File: config.mk
export PLATFORM = sky130hd
export DESIGN_NAME = cpu_run_controller_flat
export DESIGN_NICKNAME = d
export VERILOG_FILES = /design/src/rtl/cpu_run_controller_if.sv /design/src/rtl/cpu_run_controller.sv /design/src/flat_wrapper.sv
export SDC_FILE = /design/constraint.sdc
export NUM_CORES = 1
export LEC_CHECK = 0
export CAP_MARGIN = 20
export CORE_MARGIN = 2
export CORE_UTILIZATION = 39
export DETAILED_ROUTE_END_ITERATION = 10
export GPL_TIMING_DRIVEN = 0
export HOLD_SLACK_MARGIN = 0.12
export PLACE_DENSITY = 0.81
export SLEW_MARGIN = 30
export SYNTH_ARGS = -nofsm -noshare
export SYNTH_HDL_FRONTEND = slang
export SYNTH_SLANG_ARGS = --single-unit
File: constraint.sdc
create_clock -name Clk -period 1.8 [get_ports Clk]
set_input_delay 0.54 -clock Clk [delete_from_list [all_inputs] [get_ports Clk]]
set_output_delay 0.54 -clock Clk [all_outputs]
set_load 0.02 [all_outputs]
File: src/rtl/cpu_run_controller_if.sv
// Board-side signal bundle of the run/step/breakpoint controller.
// master = processor/board side driving controls, slave = the controller.
interface cpu_run_controller_if #(
   parameter int CNT_W = 32
);
   logic             Tick;
   logic             BtnRun;
   logic             BtnStep;
   logic             BtnHalt;
   logic             BreakEn;
   logic [31:0]      BreakAddr;
   logic [31:0]      PC;
   logic             CpuEn;
   logic [1:0]       State;
   logic [1:0]       Cause;
   logic [CNT_W-1:0] CycleCount;

   modport master (
      output Tick, BtnRun, BtnStep, BtnHalt, BreakEn, BreakAddr, PC,
      input  CpuEn, State, Cause, CycleCount
   );

   modport slave (
      input  Tick, BtnRun, BtnStep, BtnHalt, BreakEn, BreakAddr, PC,
      output CpuEn, State, Cause, CycleCount
   );
endinterface

File: src/rtl/cpu_run_controller.sv
// Run/step/breakpoint sequencer: turns divider ticks into single-cycle CpuEn
// pulses for the MIPS core, counts executed instructions, records stop cause.
module cpu_run_controller #(
   parameter int SYNC_STAGES = 2,
   parameter int CNT_W       = 32,
   parameter int MAX_CYCLES  = 0
) (
   input  logic                 Clk,
   input  logic                 Reset,
   cpu_run_controller_if.slave  bus
);
   typedef enum logic [1:0] {
      ST_IDLE  = 2'b00,
      ST_RUN   = 2'b01,
      ST_STEP  = 2'b10,
      ST_BREAK = 2'b11
   } state_e;

   localparam logic [1:0]       CAUSE_NONE  = 2'b00;
   localparam logic [1:0]       CAUSE_HALT  = 2'b01;
   localparam logic [1:0]       CAUSE_BREAK = 2'b10;
   localparam logic [1:0]       CAUSE_LIMIT = 2'b11;
   localparam bit               LIMIT_EN    = (MAX_CYCLES != 0);
   localparam logic [CNT_W-1:0] LIMIT_CNT   = CNT_W'(MAX_CYCLES);
   localparam logic [CNT_W-1:0] CNT_MAX     = {CNT_W{1'b1}};

   logic [SYNC_STAGES-1:0] run_sync_q, step_sync_q, halt_sync_q;
   logic                   run_prev_q, step_prev_q, halt_prev_q;
   logic                   run_p, step_p, halt_p;

   state_e           state_q, state_d;
   logic [1:0]       cause_q, cause_d;
   logic             skip_q, skip_d;
   logic             cpu_en_q;
   logic [CNT_W-1:0] cycle_count_q;

   logic tick_ok_s, brk_hit_s, limit_hit_s, grant_s;

   // Button synchronizers and rising-edge detectors
   always_ff @(posedge Clk or negedge Reset) begin
      if (!Reset) begin
         run_sync_q  <= '0;
         step_sync_q <= '0;
         halt_sync_q <= '0;
         run_prev_q  <= 1'b0;
         step_prev_q <= 1'b0;
         halt_prev_q <= 1'b0;
      end else begin
         run_sync_q  <= {run_sync_q[SYNC_STAGES-2:0],  bus.BtnRun};
         step_sync_q <= {step_sync_q[SYNC_STAGES-2:0], bus.BtnStep};
         halt_sync_q <= {halt_sync_q[SYNC_STAGES-2:0], bus.BtnHalt};
         run_prev_q  <= run_sync_q[SYNC_STAGES-1];
         step_prev_q <= step_sync_q[SYNC_STAGES-1];
         halt_prev_q <= halt_sync_q[SYNC_STAGES-1];
      end
   end

   assign run_p  = run_sync_q[SYNC_STAGES-1]  & ~run_prev_q;
   assign step_p = step_sync_q[SYNC_STAGES-1] & ~step_prev_q;
   assign halt_p = halt_sync_q[SYNC_STAGES-1] & ~halt_prev_q;

   // A tick landing right after a granted one is dropped so CpuEn can never stay high
   assign tick_ok_s   = bus.Tick & ~cpu_en_q;
   assign brk_hit_s   = bus.BreakEn && (bus.PC == bus.BreakAddr) && !skip_q;
   assign limit_hit_s = LIMIT_EN && (cycle_count_q >= LIMIT_CNT);

   // State, cause, skip flag and the registered execute enable
   always_ff @(posedge Clk or negedge Reset) begin
      if (!Reset) begin
         state_q  <= ST_IDLE;
         cause_q  <= CAUSE_NONE;
         skip_q   <= 1'b0;
         cpu_en_q <= 1'b0;
      end else begin
         state_q  <= state_d;
         cause_q  <= cause_d;
         skip_q   <= skip_d;
         cpu_en_q <= grant_s;
      end
   end

   // Next-state logic; halt always takes priority over step and run
   always_comb begin
      state_d = state_q;
      cause_d = cause_q;
      skip_d  = skip_q;
      case (state_q)
         ST_IDLE: begin
            if (halt_p) begin
               state_d = ST_IDLE;
            end else if (step_p) begin
               state_d = ST_STEP;
            end else if (run_p) begin
               state_d = ST_RUN;
               cause_d = CAUSE_NONE;
               skip_d  = 1'b0;
            end else begin
               state_d = state_q;
            end
         end
         ST_RUN: begin
            if (halt_p) begin
               state_d = ST_IDLE;
               cause_d = CAUSE_HALT;
            end else if (tick_ok_s && brk_hit_s) begin
               state_d = ST_BREAK;
               cause_d = CAUSE_BREAK;
            end else if (tick_ok_s && limit_hit_s) begin
               state_d = ST_BREAK;
               cause_d = CAUSE_LIMIT;
            end else if (grant_s) begin
               skip_d = 1'b0;
            end else begin
               state_d = state_q;
            end
         end
         ST_STEP: begin
            if (halt_p) begin
               state_d = ST_IDLE;
               cause_d = CAUSE_HALT;
            end else if (grant_s) begin
               state_d = ST_IDLE;
               skip_d  = 1'b0;
            end else begin
               state_d = state_q;
            end
         end
         ST_BREAK: begin
            if (halt_p) begin
               state_d = ST_IDLE;
            end else if (step_p) begin
               state_d = ST_STEP;
            end else if (run_p) begin
               // skip lets the instruction at the breakpoint execute once on resume
               state_d = ST_RUN;
               skip_d  = 1'b1;
            end else begin
               state_d = state_q;
            end
         end
         default: begin
            state_d = ST_IDLE;
         end
      endcase
   end

   // Grant decision: a step ignores breakpoint and limit, a run honours both
   always_comb begin
      grant_s = 1'b0;
      case (state_q)
         ST_RUN:  grant_s = tick_ok_s && !halt_p && !brk_hit_s && !limit_hit_s;
         ST_STEP: grant_s = tick_ok_s && !halt_p;
         default: grant_s = 1'b0;
      endcase
   end

   // Saturating count of issued CpuEn pulses
   always_ff @(posedge Clk or negedge Reset) begin
      if (!Reset) begin
         cycle_count_q <= '0;
      end else if (cpu_en_q && (cycle_count_q != CNT_MAX)) begin
         cycle_count_q <= cycle_count_q + CNT_W'(1);
      end else begin
         cycle_count_q <= cycle_count_q;
      end
   end

   assign bus.CpuEn      = cpu_en_q;
   assign bus.State      = state_q;
   assign bus.Cause      = cause_q;
   assign bus.CycleCount = cycle_count_q;
endmodule

File: src/flat_wrapper.sv
// flat-port wrapper written by rule: the top's interface ports become plain ports
module cpu_run_controller_flat 
#(
   parameter int SYNC_STAGES = 2,
   parameter int CNT_W       = 32,
   parameter int MAX_CYCLES  = 0
)
  (Clk, Reset, bus_Tick, bus_BtnRun, bus_BtnStep, bus_BtnHalt, bus_BreakEn, bus_BreakAddr, bus_PC, bus_CpuEn, bus_State, bus_Cause, bus_CycleCount);
  cpu_run_controller_if #(.CNT_W(CNT_W)) bus_i ();
  input  logic Clk;
  input  logic Reset;
  input wire logic [$bits(bus_i.Tick)-1:0] bus_Tick;
  input wire logic [$bits(bus_i.BtnRun)-1:0] bus_BtnRun;
  input wire logic [$bits(bus_i.BtnStep)-1:0] bus_BtnStep;
  input wire logic [$bits(bus_i.BtnHalt)-1:0] bus_BtnHalt;
  input wire logic [$bits(bus_i.BreakEn)-1:0] bus_BreakEn;
  input wire logic [$bits(bus_i.BreakAddr)-1:0] bus_BreakAddr;
  input wire logic [$bits(bus_i.PC)-1:0] bus_PC;
  output wire logic [$bits(bus_i.CpuEn)-1:0] bus_CpuEn;
  output wire logic [$bits(bus_i.State)-1:0] bus_State;
  output wire logic [$bits(bus_i.Cause)-1:0] bus_Cause;
  output wire logic [$bits(bus_i.CycleCount)-1:0] bus_CycleCount;
  assign bus_i.Tick = bus_Tick;
  assign bus_i.BtnRun = bus_BtnRun;
  assign bus_i.BtnStep = bus_BtnStep;
  assign bus_i.BtnHalt = bus_BtnHalt;
  assign bus_i.BreakEn = bus_BreakEn;
  assign bus_i.BreakAddr = bus_BreakAddr;
  assign bus_i.PC = bus_PC;
  assign bus_CpuEn = bus_i.CpuEn;
  assign bus_State = bus_i.State;
  assign bus_Cause = bus_i.Cause;
  assign bus_CycleCount = bus_i.CycleCount;
  cpu_run_controller #(.SYNC_STAGES(SYNC_STAGES), .CNT_W(CNT_W), .MAX_CYCLES(MAX_CYCLES)) u_core (.Clk(Clk), .Reset(Reset), .bus(bus_i));
endmodule
==> results_dict.tcl <==
set metrics [dict create \
    muxShareOfSynthArea_pct 0.4245 \
    synth_edf_count 0 \
    synth-async-reset-ratio_pct 100.0 \
    start_util_pct 39.70 \
    max_stage_delay_ns 0.59 \
    fmax_mhz 486.5 \
    outcome "finished with violations" \
    fin_crit_sh_pct 114.2 \
    gr-total-overflow 0 \
    synth_compound_area_share_pct 7.642 \
    setup_viol 10 \
    slew-limit-headroom_pct 61.74 \
    place_congestion 0.8790 \
    r2r.worst_path.cells 7 \
    placed_area_um2 3920 \
    final.setup.worst_slack_ns -0.2556 \
    syn_inst 265 \
    drtIter0Drc 162 \
    grt_max_degree 48 \
    routed_wirelength_mm 7.666 \
    rows 30 \
    hold_buffers 0 \
    finalCriticalPeriod_ns 2.056 \
    synth_flop_cell "dfrtp_1" \
    tightest_slew_ns 0.5739 \
    critPathArrivalTime_ns 2.25 \
    r2r-end "u_core.skip_q" \
    violations "setup timing" \
    layout.cells.most_common_list "dlygate4sd2_1 (49), buf_2 (27), dfrtp_1 (27), buf_4 (24), xor2_1 (23)" \
    crit_family "simple AND/OR/NAND/NOR gates" \
    antenna_found_initial 0 \
    hpwl_mm 5.514 \
    drive_gt1_share_pct 36.72 \
    antennaDiodeCount 0 \
    final_common_cell "dlygate4sd2_1" \
    fillers 550 \
    r2r_setup_slack_ns -0.20 \
    powerDensity_nw_per_um2 718.8 \
    crit_path_end_kind "flip-flop" \
    peakVddDrop_mv 0.5651 \
    fp.dieH_um 86.47 \
    viasPerCell 5.246 \
    synth_nets 342 \
    rsz0062_at_grt "true" \
    synth_top_family_by_area "simple AND/OR/NAND/NOR gates" \
    grtUsageTotal_pct 19.92 \
    path_class "primary input to flip-flop" \
    layout.nets 479 \
    ys_ff_latch 47 \
    grt_pass1_vias 2543 \
    vias 2534 \
    synthAdderAreaFrac_pct 2.830 \
    synth_top_area_share_pct 44.34 \
    portBuffers 107 \
    cts_tree "built" \
    synthXorXnorAreaFrac_pct 19.81 \
    skew_ns 0.005793 \
    setup_tns_ns -1.300 \
    design_area_um2 4265 \
    hold_viol 0 \
    r2r-start "u_core.bus.State[1]" \
    drv_cap 0 \
    crit_chain "clkdlybuf4s15_1 > xor2_1 > or3_1 > or4_4 > o211a_1 > o32a_1" \
    wire_per_inst_um 15.87 \
    cts.clk_slew.worst_paths_ns 0.09 \
    insertion_delay_ns 0.30 \
    clockRootBuffer "clkbuf_8" \
    hold_class "primary input to async pin" \
    synthToLayoutAreaGrowth_pct 60.80 \
    slew_violations 0 \
    drc 0 \
    clock_path_buffers 2 \
    critical-path-slowest-cell "or4_4" \
    dp_slack_ns -1.072 \
    cts_buffers 5 \
    synth_top_area_cell "dfrtp_1" \
    seq_area_frac_synth_pct 44.34 \
    critPathMaxFanout 4 \
    first_pass_iters 4 \
    cts_sinks 47 \
    worstPathRequired_ns 1.99 \
    ant_nets 0 \
    synth_area_um2 2653 \
    ioPinCount 108 \
    whs_ns 0.2370 \
    htreeDepth 2 \
    die_area_um2 7477 \
    worst_setup_path_start_kind "primary input" \
    ys_types 43 \
    fp.coreArea_um2 6681 \
    avgSynthCellArea_um2 10.01 \
    netlist_top_cells_area "dfrtp_1 (44%), xor2_1 (12%), xnor2_1 (7.6%), nand2_1 (3.1%), ha_1 (2.8%)" \
    post-route-util_pct 63.84 \
    grt_pass1_wl_mm 11.90 \
    die_w_um 86.47 \
    cp.buffers_inverters 1 \
    synthSimpleGateAreaFrac_pct 23.25 \
    ys_warn_count 0 \
    p_leak_uw 0.002017 \
]
[synth_stat cells (all sizes together) (2+ instances only)]
cell	instances
xor2	37
nor3	4
inv	10
dfrtp	47
and3	6
or4	3
and4	4
nor2	20
clkbuf	2
nor4	11
nand4	13
a21oi	7
ha	6
nand4b	2
nor2b	5
o21ai	5
nand2b	4
nand2	22
a21o	2
nand3	14
xnor2	23
[per-layer routing]
layer  track usage [%]  vias up  routed length, um
li1                  -     1203                  -
met1             23.81     1216               3201
met2             35.45      105               3726
met3             4.762       10                622
met4             5.966        0                115
met5                 0        -                  0
[power breakdown]
group | internal (uW) | switching [uW] | leakage, uW
combinational | 530 | 672 | 0.00138
clock | 270 | 356 | 0.0000402
sequential | 1150 | 92.0 | 0.000594
[worst reg2reg max path, stage by stage, from the launching register on]
cell and delay, ns:
dfrtp_1 0.42, inv_1 0.11, ha_1 0.15, clkbuf_1 0.36
nor2_1 0.12, o21ai_0 0.25, o21ai_0 0.14, o32a_1 0.34
[through the flow]
step                      power, uW  std cells
after floorplan                1856        265
after global placement         2288        452
after detailed placement       2328        452
after CTS                      2981        473
after global routing           3235        483
final                          3066        483
[worst max path at each step]
stage | from | to | slack (ns) | depth (start not counted)
2_1_floorplan | bus_BreakAddr[22] | u_core.skip_q | -0.28 | 6
3_3_place_gp | Reset | u_core.bus.CycleCount[9] | -1.28 | 1
3_5_place_dp | bus_BreakAddr[24] | u_core.bus.Cause[1] | -1.07 | 7
4_1_cts | bus_PC[9] | u_core.skip_q | -0.30 | 7
5_1_grt | bus_BreakAddr[0] | u_core.skip_q | -0.27 | 6
6_report | bus_BreakAddr[0] | u_core.skip_q | -0.26 | 6
[registers in the layout, indices dropped and copies added (netlist names)]
name,cells
u_core.halt_prev_q,1
u_core.run_sync_q,2
u_core.step_prev_q,1
u_core.step_sync_q,2
u_core.bus.State,2
u_core.bus.Cause,2
u_core.bus.CpuEn,1
u_core.bus.CycleCount,32
u_core.halt_sync_q,2
u_core.skip_q,1
u_core.run_prev_q,1
[repair_timing]
| item | in CTS | in global routing |
|---|---|---|
| pin swaps | 50 | 16 |
| buffers inserted | 13 | 10 |
| resized for setup | 253 | 25 |
| setup endpoints to repair | 56 | 30 |
[cell families (layout without fill, tap and decap cells)]
logic type / count (synthesis) / count (layout)
simple gates: 111 / 111
fa+ha+maj: 6 / 6
compound gates: 28 / 28
buf+inv: 12 / 150
flops: 47 / 47
mux: 1 / 1
xor+xnor: 60 / 60
[cell type report]
class                   instances  area (um^2)  area share [%]
clock inverters                 3        20.02          0.4693
multi-input cells             206         1807           42.36
repair buffers                130         1023           24.00
flip-flops and latches         47         1201           28.16
clock buffers                   5        68.82           1.613
inverters                      10        37.54          0.8800
plain buffers                   2        7.507          0.1760
well taps                      80        100.1           2.347
(Power assumes the default switching activity.)
